File: src/rtl/inc_count_reg.sv
// inc_count_reg: registered up-counter built around an N-bit ripple half-adder
// incrementer, with clear, load, wrap/saturate handling, a sticky overflow flag
// and a valid/ready snapshot port.
//
// Ports
//   clk         in   1  clock, all state changes on the rising edge
//   rst         in   1  synchronous active-high reset
//   en          in   1  count enable, drives the incrementer carry-in
//   clr         in   1  synchronous clear of count and ovf
//   load        in   1  load count from load_val
//   load_val    in   N  value used by load
//   count       out  N  registered counter value
//   tc          out  1  terminal count (count == all-ones)
//   ovf         out  1  sticky overflow flag
//   snap_req    in   1  request a snapshot of count
//   snap_valid  out  1  snap_data holds a valid snapshot
//   snap_ready  in   1  consumer accepts the snapshot
//   snap_data   out  N  captured count value
module inc_count_reg #(
    parameter int unsigned N    = 8,
    parameter bit          WRAP = 1'b1
) (
    input  logic         clk,
    input  logic         rst,
    input  logic         en,
    input  logic         clr,
    input  logic         load,
    input  logic [N-1:0] load_val,
    output logic [N-1:0] count,
    output logic         tc,
    output logic         ovf,
    input  logic         snap_req,
    output logic         snap_valid,
    input  logic         snap_ready,
    output logic [N-1:0] snap_data
);

    typedef enum logic [0:0] {StEmpty, StFull} snap_st_e;

    logic [N-1:0] sum;
    logic [N-1:0] carry;
    snap_st_e     snap_st;

    // Ripple half-adder incrementer: carry-in is en, no carry-out is kept.
    assign carry[0] = en;
    for (genvar i = 0; i < N; i++) begin : g_rcha
        assign sum[i] = count[i] ^ carry[i];
        if (i < N - 1) begin : g_carry
            assign carry[i+1] = count[i] & carry[i];
        end
    end

    assign tc = &count;

    // Counter: rst > clr > load > en.
    always_ff @(posedge clk) begin
        if (rst) begin
            count <= '0;
            ovf   <= 1'b0;
        end else if (clr) begin
            count <= '0;
            ovf   <= 1'b0;
        end else if (load) begin
            count <= load_val;
        end else if (en) begin
            if (tc) begin
                // Overflow comes from tc since the incrementer drops its carry-out.
                ovf   <= 1'b1;
                count <= WRAP ? '0 : count;
            end else begin
                count <= sum;
            end
        end
    end

    // Snapshot FSM; captures the pre-update count and ignores clr/load.
    always_ff @(posedge clk) begin
        if (rst) begin
            snap_st    <= StEmpty;
            snap_valid <= 1'b0;
            snap_data  <= '0;
        end else begin
            unique case (snap_st)
                StEmpty: begin
                    if (snap_req) begin
                        snap_data  <= count;
                        snap_st    <= StFull;
                        snap_valid <= 1'b1;
                    end
                end
                StFull: begin
                    // While not accepted, new requests are dropped, not queued.
                    if (snap_ready) begin
                        if (snap_req) begin
                            snap_data <= count;
                        end else begin
                            snap_st    <= StEmpty;
                            snap_valid <= 1'b0;
                        end
                    end
                end
                default: begin
                    snap_st    <= StEmpty;
                    snap_valid <= 1'b0;
                end
            endcase
        end
    end

endmodule

File: config.mk
export PLATFORM = sky130hd
export DESIGN_NAME = inc_count_reg
export DESIGN_NICKNAME = d
export VERILOG_FILES = /design/src/rtl/inc_count_reg.sv
export SDC_FILE = /design/constraint.sdc
export NUM_CORES = 1
export LEC_CHECK = 0
export CAP_MARGIN = 20
export CELL_PAD_IN_SITES_DETAIL_PLACEMENT = 1
export CELL_PAD_IN_SITES_GLOBAL_PLACEMENT = 2
export CORE_UTILIZATION = 24
export CTS_BUF_LIST = sky130_fd_sc_hd__clkbuf_8
export CTS_CLUSTER_DIAMETER = 150
export DETAILED_ROUTE_END_ITERATION = 7
export PLACE_DENSITY = 0.84
export SYNTH_ARGS = -nofsm -noshare
export SYNTH_HDL_FRONTEND = slang
export SYNTH_SLANG_ARGS = --single-unit
File: constraint.sdc
create_clock -name clk -period 2.1 [get_ports clk]
set_input_delay 0.42 -clock clk [delete_from_list [all_inputs] [get_ports clk]]
set_output_delay 0.42 -clock clk [all_outputs]
set_load 0.01 [all_outputs]
=== Word-level counts from Yosys, hierarchy flattened ===
Cells that the tools add are included.

* Logic and storage cells: 43
* Register bits after elaboration: 19
* Output and inout bits: 19
* Input bits: 15

* Eq/ne operators: 3
* Bitwise logic cells: 17
* Reductions and logical operators: 5
* Mux-type cells: 13

{| class="wikitable"
|+ Operators with widths
! cell !! number
|-
| 8-bit 2-to-1 mux || 5
|-
| 8-bit case mux with 2 select lines || 1
|-
| 10-bit AND reduction || 1
|-
| 8-bit AND reduction || 1
|-
| 1-bit XOR || 8
|-
| 1-bit bitwise AND || 7
|-
| 2-bit inequality test (second input constant) || 3
|-
| 1-bit 2-to-1 mux || 5
|-
| 1-bit case mux with 2 select lines || 2
|-
| 3-bit AND reduction || 1
|-
| 1-bit inverter || 2
|-
| 2-bit nonzero test || 1
|-
| 2-bit OR reduction || 1
|}

=== Logic depth before layout (Yosys ltp) ===
* Word-level depth: 11
* Depth in mapped cells: 9
* Mapped depth without buffers: 9

=== Worst setup path after synthesis ===
Ideal clock, no wire load.

* Path type: input port to flip-flop
* Start point: in en
* End point: reg count[7]
* Path buffers: 0
* Arrival: 1.891 ns
* Setup slack: 0.078 ns
* Required time: 1.969 ns
* Library setup time: 0.131 ns
* Cell stages on the path: 9
* Cell sequence: ha_1 > ha_1 > ha_1 > ha_1 > ha_1 > ha_1 > ha_1 > xor2_1 > o2bb2ai_2

* Longest elaborated chain between the ends: 11
* Elaborated cells between the ends (all ways): 12
* Those cells by class: mux (3); bitwise (8); reduce/logical (1)

{| class="wikitable"
|+ Ends and longest elaborated chain
! item !! line !! source
|-
| start, declared || 25 || <nowiki>input logic en,</nowiki>
|-
| 1-bit bitwise AND (7 in a row) || 49 || <nowiki>assign carry[i+1] = count[i] & carry[i];</nowiki>
|-
| 1-bit XOR || 47 || <nowiki>assign sum[i] = count[i] ^ carry[i];</nowiki>
|-
| 8-bit 2-to-1 mux || 66 || <nowiki>if (tc) begin</nowiki>
|-
| 8-bit 2-to-1 mux || 65 || <nowiki>end else if (en) begin</nowiki>
|-
| 8-bit 2-to-1 mux || 63 || <nowiki>end else if (load) begin</nowiki>
|-
| end signal, assigned || 64 || <nowiki>count <= load_val;</nowiki>
|-
| end signal, assigned || 69 || <nowiki>count <= WRAP ? '0 : count;</nowiki>
|-
| end signal, assigned || 71 || <nowiki>count <= sum;</nowiki>
|-
| end, declared || 29 || <nowiki>output logic [N-1:0] count,</nowiki>
|}

Several ways; a longest one is shown, not always the timed one. The select of a mux whose other input is x is not followed.
A chain may end at the register's enable or synchronous reset.

=== Worst setup path in the final report ===
Same ends and word-level chain as after synthesis.

==> results.json <==
{
  "result_of_the_run": "complete, no violations",
  "yosys_most_used_dff": "sky130_fd_sc_hd__dfxtp_1",
  "synth.distinct_cells": 23,
  "synth_top_area_share_pct": 39.12,
  "power_per_cell_area_nw_per_um2": 516.2,
  "fin_setup_tns_ps": 0,
  "maxUsedRoutingLayer": "met4",
  "area.growth.synth_to_final_pct": 47.62,
  "cts.htree.levels": 1,
  "first_global_vias": 910,
  "clk_pin_slew_ps": 70,
  "floorplan.die_area_sq_um": 4309,
  "die_w_um": 65.65,
  "ys_top_cells_by_count": "19 x sky130_fd_sc_hd__dfxtp_1, 18 x sky130_fd_sc_hd__a21oi_1",
  "wl_met2_mm": 1.154,
  "share_of_post_route_cells_with_drive_strength_above_1_pct": 20.74,
  "critical_path.n_buffers_inverters": 1,
  "layout.cells.non_filler": 183,
  "initial_antenna_violation_count": 0,
  "drt_iter0_drc": 60,
  "mux_share_of_post_synthesis_cell_area_pct": 0,
  "drt.antenna.violating_nets": 0,
  "core_region_area_sq_um": 3771,
  "ctsRootBufferMaster": "sky130_fd_sc_hd__clkbuf_8",
  "setup_viol": 0,
  "power.total_mw": 0.7408,
  "drc": 0,
  "holdBufCountCts": 0,
  "avgSynthCellArea_sq_um": 9.920,
  "edff_count_synth": 0,
  "path_max_fanout": 2,
  "worst_path_arrival_ps": 2170,
  "ff_latch_count_synth": 19,
  "numClockSinks": 19,
  "finalCoreUtilization_pct": 38.06,
  "die-height_um": 65.65,
  "synth-compound-area-share_pct": 29.21,
  "io_pins": 34,
  "peakVddDrop_uv": 317.1,
  "hold_viol": 0,
  "placement_rows": 22,
  "crit_path_frequent_cell": "sky130_fd_sc_hd__ha_2",
  "yosys.cell_count.top_type": "sky130_fd_sc_hd__dfxtp_1",
  "total_leakage_power_nw": 0.5263,
  "cts-buffers-inserted": 3,
  "achievable-frequency_ghz": 0.4931,
  "maxSlewViolCount": 0,
  "cp_data_required_time_ps": 2240,
  "final_critical_path_setup_slack_ps": 72.20,
  "fraction_of_the_mapped_netlist_area_in_simple_logic_gates_pct": 15.32,
  "route.final.wire_length_mm": 2.555,
  "layout.nets": 158,
  "drt-wirelength-per-cell_um": 13.96,
  "tritoncts": "built",
  "hold_slack_ps": 457.6,
  "placement.io_buffers": 33,
  "post-place-cells": 177,
  "dpl_worst_slack_ps": -470.8,
  "yosys.area_share.adder_pct": 9.009,
  "post-synth-top-area-cell": "sky130_fd_sc_hd__dfxtp_1",
  "cell_count_after_synthesis": 98,
  "stdcell_area_sq_um": 1435,
  "maxSlewHeadroom_pct": 69.88,
  "detailed_place_hpwl_mm": 1.919,
  "yosys.area_share.xor_xnor_pct": 0.9009,
  "critical_path.cell_chain": "dlygate4sd2_1 > ha_2 > ha_2 > ha_1 > ha_1 > ha_2 > ha_1 > ha_2 > xor2_2 > o2bb2ai_2",
  "worstSetupPathType": "primary input to flop",
  "sequential_area_share_after_synthesis_pct": 39.12,
  "post_route_fraction_of_the_period_consumed_by_the_critical_path_pct": 96.56,
  "post_synth_instance_area_sq_um": 972.2,
  "met1Wirelength_mm": 1.256,
  "ys_async_sr_fraction_pct": 0,
  "yosys_warnings": 0,
  "main_combinational_cell_family_by_area_after_synthesis": "compound AO/OA/AOI/OAI gates",
  "worst_path_dominant_cell_family": "adder cells",
  "slowest_library_cell_on_the_worst_path": "sky130_fd_sc_hd__dlygate4sd2_1",
  "clock_insertion_delay_worst_skew_ps": 250,
  "viasPerCell": 4.760,
  "worst_pin_slew_ps": 450.9,
  "fin_crit_ps": 2028,
  "worstHoldPathType": "flop to flop",
  "n_antenna_cell": 0,
  "max_cap_violations": 0,
  "first_pass_iters": 4,
  "met3_wirelength_um": 130,
  "globalRouteOverflowTotal": 0,
  "initial_core_util_pct": 25.78,
  "grt_max_degree": 17,
  "postPlaceCellArea_sq_um": 1356,
  "timing.critical_path.slowest_cell_delay_ps": 260,
  "worst_clock_skew_ps": 3.474,
  "synthTopCellsByArea": "sky130_fd_sc_hd__dfxtp_1 39%, sky130_fd_sc_hd__o2bb2ai_2 12%, sky130_fd_sc_hd__a21oi_1 9.3%",
  "wire_length_of_the_first_global_routing_pass_mm": 4.471,
  "routed_via_count": 871,
  "endpoint_class_of_the_critical_path": "flop",
  "crit_path_start_kind": "primary input",
  "groute.usage.overall_pct": 13.35,
  "syn-num-nets": 120,
  "cts-root-to-sink-buffers": 2,
  "gp_congestion": 0.7385
}
## cell type report
class | count | area, sq um
sequential | 19 | 380.4
multi-input combinational | 68 | 546.8
clock buffer | 3 | 41.29
clock inverter | 1 | 3.754
timing repair buffer | 41 | 391.6
tap | 48 | 60.06
fill | 420 | 2336
inverter | 3 | 11.26
## sequential cells by signal (all words and copies together) (netlist names)
signal and count:
snap_valid 1, snap_st 1, count 8, ovf 1, snap_data 8
## worst min-delay path: cells and delay by family, from the launching register on
family	cells	cell delay, ps
flops	1	310
buf+inv	1	50
compound gates	1	50
## kinds of logic after synthesis
| logic type | Yosys count |
|---|---|
| flip-flops | 19 |
| XOR/XNOR | 1 |
| AND/OR/NAND/NOR | 23 |
| buffers and inverters | 11 |
| AO/OA/AOI/OAI | 37 |
| adder cells (fa/ha/maj) | 7 |
## cell usage in the layout, fill, tap and decap left out
master | Yosys | layout
sky130_fd_sc_hd__a21oi_1 | 18 | 18
sky130_fd_sc_hd__a311oi_1 | 1 | 1
sky130_fd_sc_hd__buf_4 | 0 | 8
sky130_fd_sc_hd__clkbuf_8 | 0 | 3
sky130_fd_sc_hd__clkdlybuf4s50_1 | 0 | 31
sky130_fd_sc_hd__dfxtp_1 | 19 | 19
sky130_fd_sc_hd__dlygate4sd2_1 | 0 | 1
sky130_fd_sc_hd__dlymetal6s2s_1 | 0 | 1
sky130_fd_sc_hd__ha_1 | 7 | 3
sky130_fd_sc_hd__ha_2 | 0 | 4
sky130_fd_sc_hd__inv_1 | 2 | 3
sky130_fd_sc_hd__inv_2 | 1 | 1
sky130_fd_sc_hd__nand2b_1 | 1 | 1
sky130_fd_sc_hd__nand3_1 | 8 | 8
sky130_fd_sc_hd__nand4_1 | 2 | 2
sky130_fd_sc_hd__nor2_1 | 1 | 1
sky130_fd_sc_hd__nor2b_1 | 1 | 1
sky130_fd_sc_hd__nor3b_1 | 8 | 8
sky130_fd_sc_hd__o21ai_0 | 8 | 8
sky130_fd_sc_hd__o21ba_4 | 1 | 1
sky130_fd_sc_hd__o2bb2ai_2 | 8 | 8
sky130_fd_sc_hd__o32ai_1 | 1 | 1
sky130_fd_sc_hd__or2_2 | 1 | 1
sky130_fd_sc_hd__or4b_4 | 1 | 1
sky130_fd_sc_hd__xor2_2 | 0 | 1
## path summary, 6_finish.rpt
kind | startpoint | endpoint | slack (ps) | cells after the start
min reg2reg | ovf | ovf | 460 | 2
max reg2reg | count[0] | count[7] | 190 | 9
min | ovf | ovf | 460 | 2
max | en | count[7] | 70 | 10
## repair_timing
action / in CTS / in global routing
setup endpoints to repair: 2 / 3
pin swaps: 0 / 2
setup buffers: 0 / 2
gates resized for setup: 2 / 5
## layer usage
| metal | vias up | global-route usage (%) |
|---|---|---|
| met3 | 2 | 3.993 |
| li1 | 436 | - |
| met2 | 24 | 21.43 |
| met4 | 0 | 1.630 |
| met5 | - | 0 |
| met1 | 409 | 17.89 |
## power breakdown
part	total [mW]	internal [mW]	leakage, nW	switching (mW)
Combinational	0.119	0.0639	0.345	0.0553
Clock	0.241	0.130	0.0269	0.111
Sequential	0.381	0.371	0.155	0.00940
Total	0.741	0.565	0.526	0.176
Note: power is estimated with default switching activity, not from simulation.
